$ cat src/rtl/bus_pkg.sv
// Shared types and defaults for the two-master memory bus arbiter.
package bus_pkg;

  typedef logic [1:0] arb_state_t;
  localparam arb_state_t IDLE = 2'd0;
  localparam arb_state_t OWN0 = 2'd1;
  localparam arb_state_t OWN1 = 2'd2;

  typedef logic master_id_t;
  localparam master_id_t M0 = 1'b0;
  localparam master_id_t M1 = 1'b1;

  localparam int DEFAULT_RD_LATENCY = 1;
  localparam int DEFAULT_MAX_BURST  = 4;
  localparam int BURST_CNT_W        = 5;

  function automatic arb_state_t own_state(input master_id_t id);
    return (id == M1) ? OWN1 : OWN0;
  endfunction

endpackage

$ cat src/rtl/rd_tag_pipe.sv
// Fixed-latency shift register of (valid, master id) tags that follows each
// read beat until its data arrives on the bus.
module rd_tag_pipe
  import bus_pkg::*;
#(
  parameter int DEPTH = DEFAULT_RD_LATENCY
) (
  input  logic       clk,
  input  logic       reset,
  input  logic       push_valid,
  input  master_id_t push_id,
  output logic       pop_valid,
  output master_id_t pop_id
);

  logic [DEPTH-1:0] valid_q;
  master_id_t       id_q [DEPTH];

  always_ff @(posedge clk) begin
    if (reset) begin
      valid_q <= '0;
    end else begin
      valid_q[0] <= push_valid;
      for (int i = 1; i < DEPTH; i++) begin
        valid_q[i] <= valid_q[i-1];
      end
    end
  end

  // Ids carry no meaning without their valid bit, so they are not reset.
  always_ff @(posedge clk) begin
    id_q[0] <= push_id;
    for (int i = 1; i < DEPTH; i++) begin
      id_q[i] <= id_q[i-1];
    end
  end

  assign pop_valid = valid_q[DEPTH-1];
  assign pop_id    = id_q[DEPTH-1];

endmodule

$ cat src/rtl/mem_bus_arbiter.sv
// Two-master round-robin arbiter for a shared memory bus with burst limiting
// and tagged read-data return. FSM state is visible as the 'state' signal.
module mem_bus_arbiter
  import bus_pkg::*;
#(
  parameter int RD_LATENCY = DEFAULT_RD_LATENCY,
  parameter int MAX_BURST  = DEFAULT_MAX_BURST
) (
  input  logic        clk_i,
  input  logic        reset_i,
  input  logic        m0_req_i,
  input  logic [31:0] m0_addr_i,
  input  logic [31:0] m0_wr_data_i,
  input  logic        m0_wr_en_i,
  output logic        m0_gnt_o,
  output logic        m0_stall_o,
  output logic [31:0] m0_rd_data_o,
  output logic        m0_rd_valid_o,
  input  logic        m1_req_i,
  input  logic [31:0] m1_addr_i,
  input  logic [31:0] m1_wr_data_i,
  input  logic        m1_wr_en_i,
  output logic        m1_gnt_o,
  output logic        m1_stall_o,
  output logic [31:0] m1_rd_data_o,
  output logic        m1_rd_valid_o,
  output logic [31:0] bus_addr_o,
  output logic [31:0] bus_wr_data_o,
  output logic        bus_wr_en_o,
  output logic        bus_rd_en_o,
  input  logic [31:0] bus_rd_data_i
);

  localparam logic [BURST_CNT_W-1:0] BURST_MAX = BURST_CNT_W'(MAX_BURST);

  arb_state_t             state, state_nxt;
  logic [BURST_CNT_W-1:0] burst_cnt, burst_cnt_nxt, burst_inc;
  master_id_t             last_owner, last_owner_nxt;
  master_id_t             owner;
  logic                   own_req, other_req, beat, owner_wr_en;
  logic                   tag_valid;
  master_id_t             tag_id;

  // Handshake: a master raises req with addr/data/wr_en and holds them until
  // the cycle where gnt=1; that cycle is the beat, and req may drop after it.
  // Reset gates every output so nothing leaks while state is being cleared.
  always_comb begin
    owner       = (state == OWN1) ? M1 : M0;
    own_req     = (owner == M1) ? m1_req_i : m0_req_i;
    other_req   = (owner == M1) ? m0_req_i : m1_req_i;
    owner_wr_en = (owner == M1) ? m1_wr_en_i : m0_wr_en_i;
    beat        = (state != IDLE) && own_req && !reset_i;
  end

  assign m0_gnt_o   = beat && (owner == M0);
  assign m1_gnt_o   = beat && (owner == M1);
  assign m0_stall_o = m0_req_i && !m0_gnt_o && !reset_i;
  assign m1_stall_o = m1_req_i && !m1_gnt_o && !reset_i;

  always_comb begin
    bus_addr_o    = '0;
    bus_wr_data_o = '0;
    bus_wr_en_o   = 1'b0;
    bus_rd_en_o   = 1'b0;
    if (beat) begin
      bus_addr_o    = (owner == M1) ? m1_addr_i : m0_addr_i;
      bus_wr_data_o = (owner == M1) ? m1_wr_data_i : m0_wr_data_i;
      bus_wr_en_o   = owner_wr_en;
      bus_rd_en_o   = !owner_wr_en;
    end
  end

  always_comb begin
    state_nxt      = state;
    burst_cnt_nxt  = burst_cnt;
    last_owner_nxt = last_owner;
    burst_inc      = (burst_cnt >= BURST_MAX) ? BURST_MAX : burst_cnt + 1'b1;
    case (state)
      IDLE: begin
        burst_cnt_nxt = '0;
        if (m0_req_i && m1_req_i) begin
          state_nxt = own_state(~last_owner);
        end else if (m0_req_i) begin
          state_nxt = OWN0;
        end else if (m1_req_i) begin
          state_nxt = OWN1;
        end
      end
      OWN0, OWN1: begin
        if (own_req) begin
          last_owner_nxt = owner;
          // Hand over without a bubble once the burst budget is spent.
          if (other_req && (burst_inc >= BURST_MAX)) begin
            state_nxt     = own_state(~owner);
            burst_cnt_nxt = '0;
          end else begin
            burst_cnt_nxt = burst_inc;
          end
        end else begin
          burst_cnt_nxt = '0;
          state_nxt     = other_req ? own_state(~owner) : IDLE;
        end
      end
      default: begin
        state_nxt     = IDLE;
        burst_cnt_nxt = '0;
      end
    endcase
  end

  always_ff @(posedge clk_i) begin
    if (reset_i) begin
      state      <= IDLE;
      burst_cnt  <= '0;
      last_owner <= M1;
    end else begin
      state      <= state_nxt;
      burst_cnt  <= burst_cnt_nxt;
      last_owner <= last_owner_nxt;
    end
  end

  rd_tag_pipe #(
    .DEPTH(RD_LATENCY)
  ) u_rd_tag_pipe (
    .clk       (clk_i),
    .reset     (reset_i),
    .push_valid(beat && !owner_wr_en),
    .push_id   (owner),
    .pop_valid (tag_valid),
    .pop_id    (tag_id)
  );

  assign m0_rd_data_o  = bus_rd_data_i;
  assign m1_rd_data_o  = bus_rd_data_i;
  assign m0_rd_valid_o = tag_valid && (tag_id == M0) && !reset_i;
  assign m1_rd_valid_o = tag_valid && (tag_id == M1) && !reset_i;

endmodule

$ cat config.mk
export PLATFORM = sky130hd
export DESIGN_NAME = mem_bus_arbiter
export DESIGN_NICKNAME = d
export VERILOG_FILES = /design/src/rtl/bus_pkg.sv /design/src/rtl/rd_tag_pipe.sv /design/src/rtl/mem_bus_arbiter.sv
export SDC_FILE = /design/constraint.sdc
export NUM_CORES = 1
export LEC_CHECK = 0
export ABC_AREA = 1
export CAP_MARGIN = 20
export CORE_AREA = 5 5 114 116
export CTS_CLUSTER_DIAMETER = 200
export DETAILED_ROUTE_END_ITERATION = 16
export DIE_AREA = 0 0 119 121
export HOLD_SLACK_MARGIN = 0.03
export MAX_ROUTING_LAYER = met4
export PLACE_DENSITY = 0.72
export SLEW_MARGIN = 25
export SYNTH_ARGS = -nofsm -noshare
export SYNTH_HDL_FRONTEND = slang
export SYNTH_HIERARCHICAL = 1
export SYNTH_SLANG_ARGS = --single-unit
$ cat constraint.sdc
create_clock -name clk_i -period 1.9 [get_ports clk_i]
set_input_delay 0.285 -clock clk_i [delete_from_list [all_inputs] [get_ports clk_i]]
set_output_delay 0.285 -clock clk_i [all_outputs]
set_load 0.01 [all_outputs]
==> reports/metrics.cfg <==
[setup_path]
worstPathRequired_ns = 1.62
critPathKind = reg2out
critical-path-max-stage-delay_ns = 0.37
critPathLaunch = state[1]
path_cells = inv_2, ha_4, nor2_4, nand3_4, nor2_4, buf_6, buf_12, buf_16, a22o_1, buf_2
crit_family = buffers and inverters
cpMostUsedCell = nor2_4
critPathMaxFanout = 6
cp.arrival_ns = 1.81
reg2reg_from = state[1]
path_buf_inv = 5
endpoint_kind = output port
crit_path_top_delay_cell = dfxtp_4
worstSetupStartpointType = flip-flop

[timing]
tns_ns = -9.24
setup_slack_ns = -0.192
period_share_pct = 110
holdWs_ns = 0.446
fmax_mhz = 478
finalSetupViolations = 68
drv_slew = 0
period_needed_ns = 2.09
grt_setup_unrepaired = true
fin_skew_ns = 0.00373
hold_violations = 0

[power_and_ir_drop]
p_switching_uw = 1070
clkPwrFrac_pct = 14.5
ir_drop_uv = 830
p_seq_share_pct = 10.6
pwr_density_cell_nw_per_um2 = 740
comb_power_share_pct = 74.9
internal-power_uw = 1780
p_sw_share_pct = 37.5
power_leakage_uw = 0.00179

[synthesis]
synth_enable_flop_cells = 0
yosysTopAreaCell = a22o_1
synthCells = 229
synth_area_leaders = a22o_1, buf_4, dfxtp_1, nand2_1, buf_6
synth_warnings = 6
synth_fa_ha_area_share_pct = 3.53
yosysMostFrequentCell = buf_4
ys.flop_type = dfxtp_1
synthSimpleGateAreaFrac_pct = 12.0
synth_compound_area_share_pct = 33.2
syn_area_um2 = 1770
synth_top_family_by_area = buffers and inverters
syn-mean-instance-area_um2 = 7.73
synth_mux_area_share_pct = 0
synth_top_area_share_pct = 31.7
netlist_top_cells_count = buf_4, a22o_1, nand2_1
synth_xor_area_share_pct = 0
synth.distinct_cells = 22
async_reset_ff_share_pct = 0
ys_seq_area_share_pct = 11.3
ys_ff_latch = 10

[floorplanning]
io_pins = 302
start_util_pct = 15.0
die_width_um = 119
num_rows = 40
core-area_um2 = 11800
dieArea_um2 = 14400
fp.dieH_um = 121

[worst_hold_path]
worstHoldPathType = reg2reg
min_from = burst_cnt[0]

[cts]
cts_tree = done
cts_buffer_depth = 2
numCtsBuffers = 3
numClockSinks = 10
clkLatencyLatePin_ns = 0.24
root_buffer = clkbuf_16
clk_pin_slew_ns = 0.04
htreeDepth = 1
ctsHoldBuffers = 0

[detailed_routing]
drtPass1Iterations = 4
routedWlPerCell_um = 20.2
antenna_left = 0
wirelength_mm = 11.3
post-route-drc-count = 0
viasPerCell = 4.31
num_vias = 2416
drtIter0Drc = 84

[run]
max_cap_viol_count = 0

[grt]
grt_max_degree = 25
groute.usage.overall_pct = 14.5
antenna_found_initial = 8
grt_pass1_wl_mm = 15.5
gr-total-overflow = 0
grt_pass1_vias = 2488

[status]
violations = negative setup slack
status = finished with violations

[final_layout]
nets = 576
drive_gt1_share_pct = 35.1
final_cell_count_no_fill = 560
areaGrowthSynthToFinish_pct = 117

[placed_design]
dp.cells = 519
hpwl_mm = 8.20
portBuffers = 205
routabilityCongestion = 0.862

## final timing paths
kind | end | slack (ns) | depth (start not counted)
min reg2reg | burst_cnt[0] | 0.45 | 1
max | bus_wr_data_o[5] | -0.19 | 10
max reg2reg | u_rd_tag_pipe/pop_valid | 0.24 | 12
min | burst_cnt[0] | 0.45 | 1
## sequential cells by signal, indices dropped and copies added (netlist names)
name                     count
last_owner                   1
u_rd_tag_pipe/id_q           1
burst_cnt                    5
u_rd_tag_pipe/pop_valid      1
state                        2
## layout by cell type (no fill, tap or decap), types with 9 or more instances in the layout
cell and n:
clkdlybuf4s50_1 133, a22o_1 64, buf_2 63, buf_4 21, nand2_1 18, buf_6 14
inv_1 11, nor2_1 10, diode_2 9
## power by group through the flow
stage	clock (µW)	combinational (µW)	sequential, µW
after floorplan	0	1000	281
after global placement	0	1740	285
after detailed placement	0	1770	287
after CTS	423	2040	299
after global routing	437	2290	310
final	413	2130	301
## routing by layer
layer	wire, µm	vias to the layer above	global-route usage [%]
met5	0	-	-
met4	72	0	1.52
met3	2020	10	11.3
met2	4890	203	21.2
met1	4320	1095	16.0
li1	-	1108	-
## area by class of cell
class / count / area (µm²)
Fill cell: 1246 / 7970
Timing Repair Buffer: 249 / 2320
Multi-Input combinational cell: 123 / 947
Sequential cell: 10 / 205
Tap cell: 147 / 184
Clock buffer: 4 / 88.8
Inverter: 18 / 75.1
Antenna cell: 9 / 22.5
## cell families after synthesis
| group | after synthesis |
|---|---|
| AOI/OAI and AO/OA | 69 |
| adders and majority gates | 5 |
| buffers and inverters | 97 |
| DFF | 10 |
| other | 1 |
| and+or+nand+nor | 47 |
## stage by stage
stage	setup WS (ns)	instance area (µm²)	power (µW)	util (%)
after CTS	-0.262	3680	2760	31.2
after detailed placement	-0.569	3520	2060	29.8
after global routing	-0.276	3850	3040	32.6
after floorplan	0.161	1770	1280	-
final	-0.192	3850	2840	32.6
after global placement	-0.523	3520	2030	29.8
## repair_timing
item,CTS,global route
buffers inserted,15,6
cloned,6,3
pin swaps,7,15
resized for setup,310,25
endpoints found under the setup margin,70,71
Power figures use the tool's default switching activity.
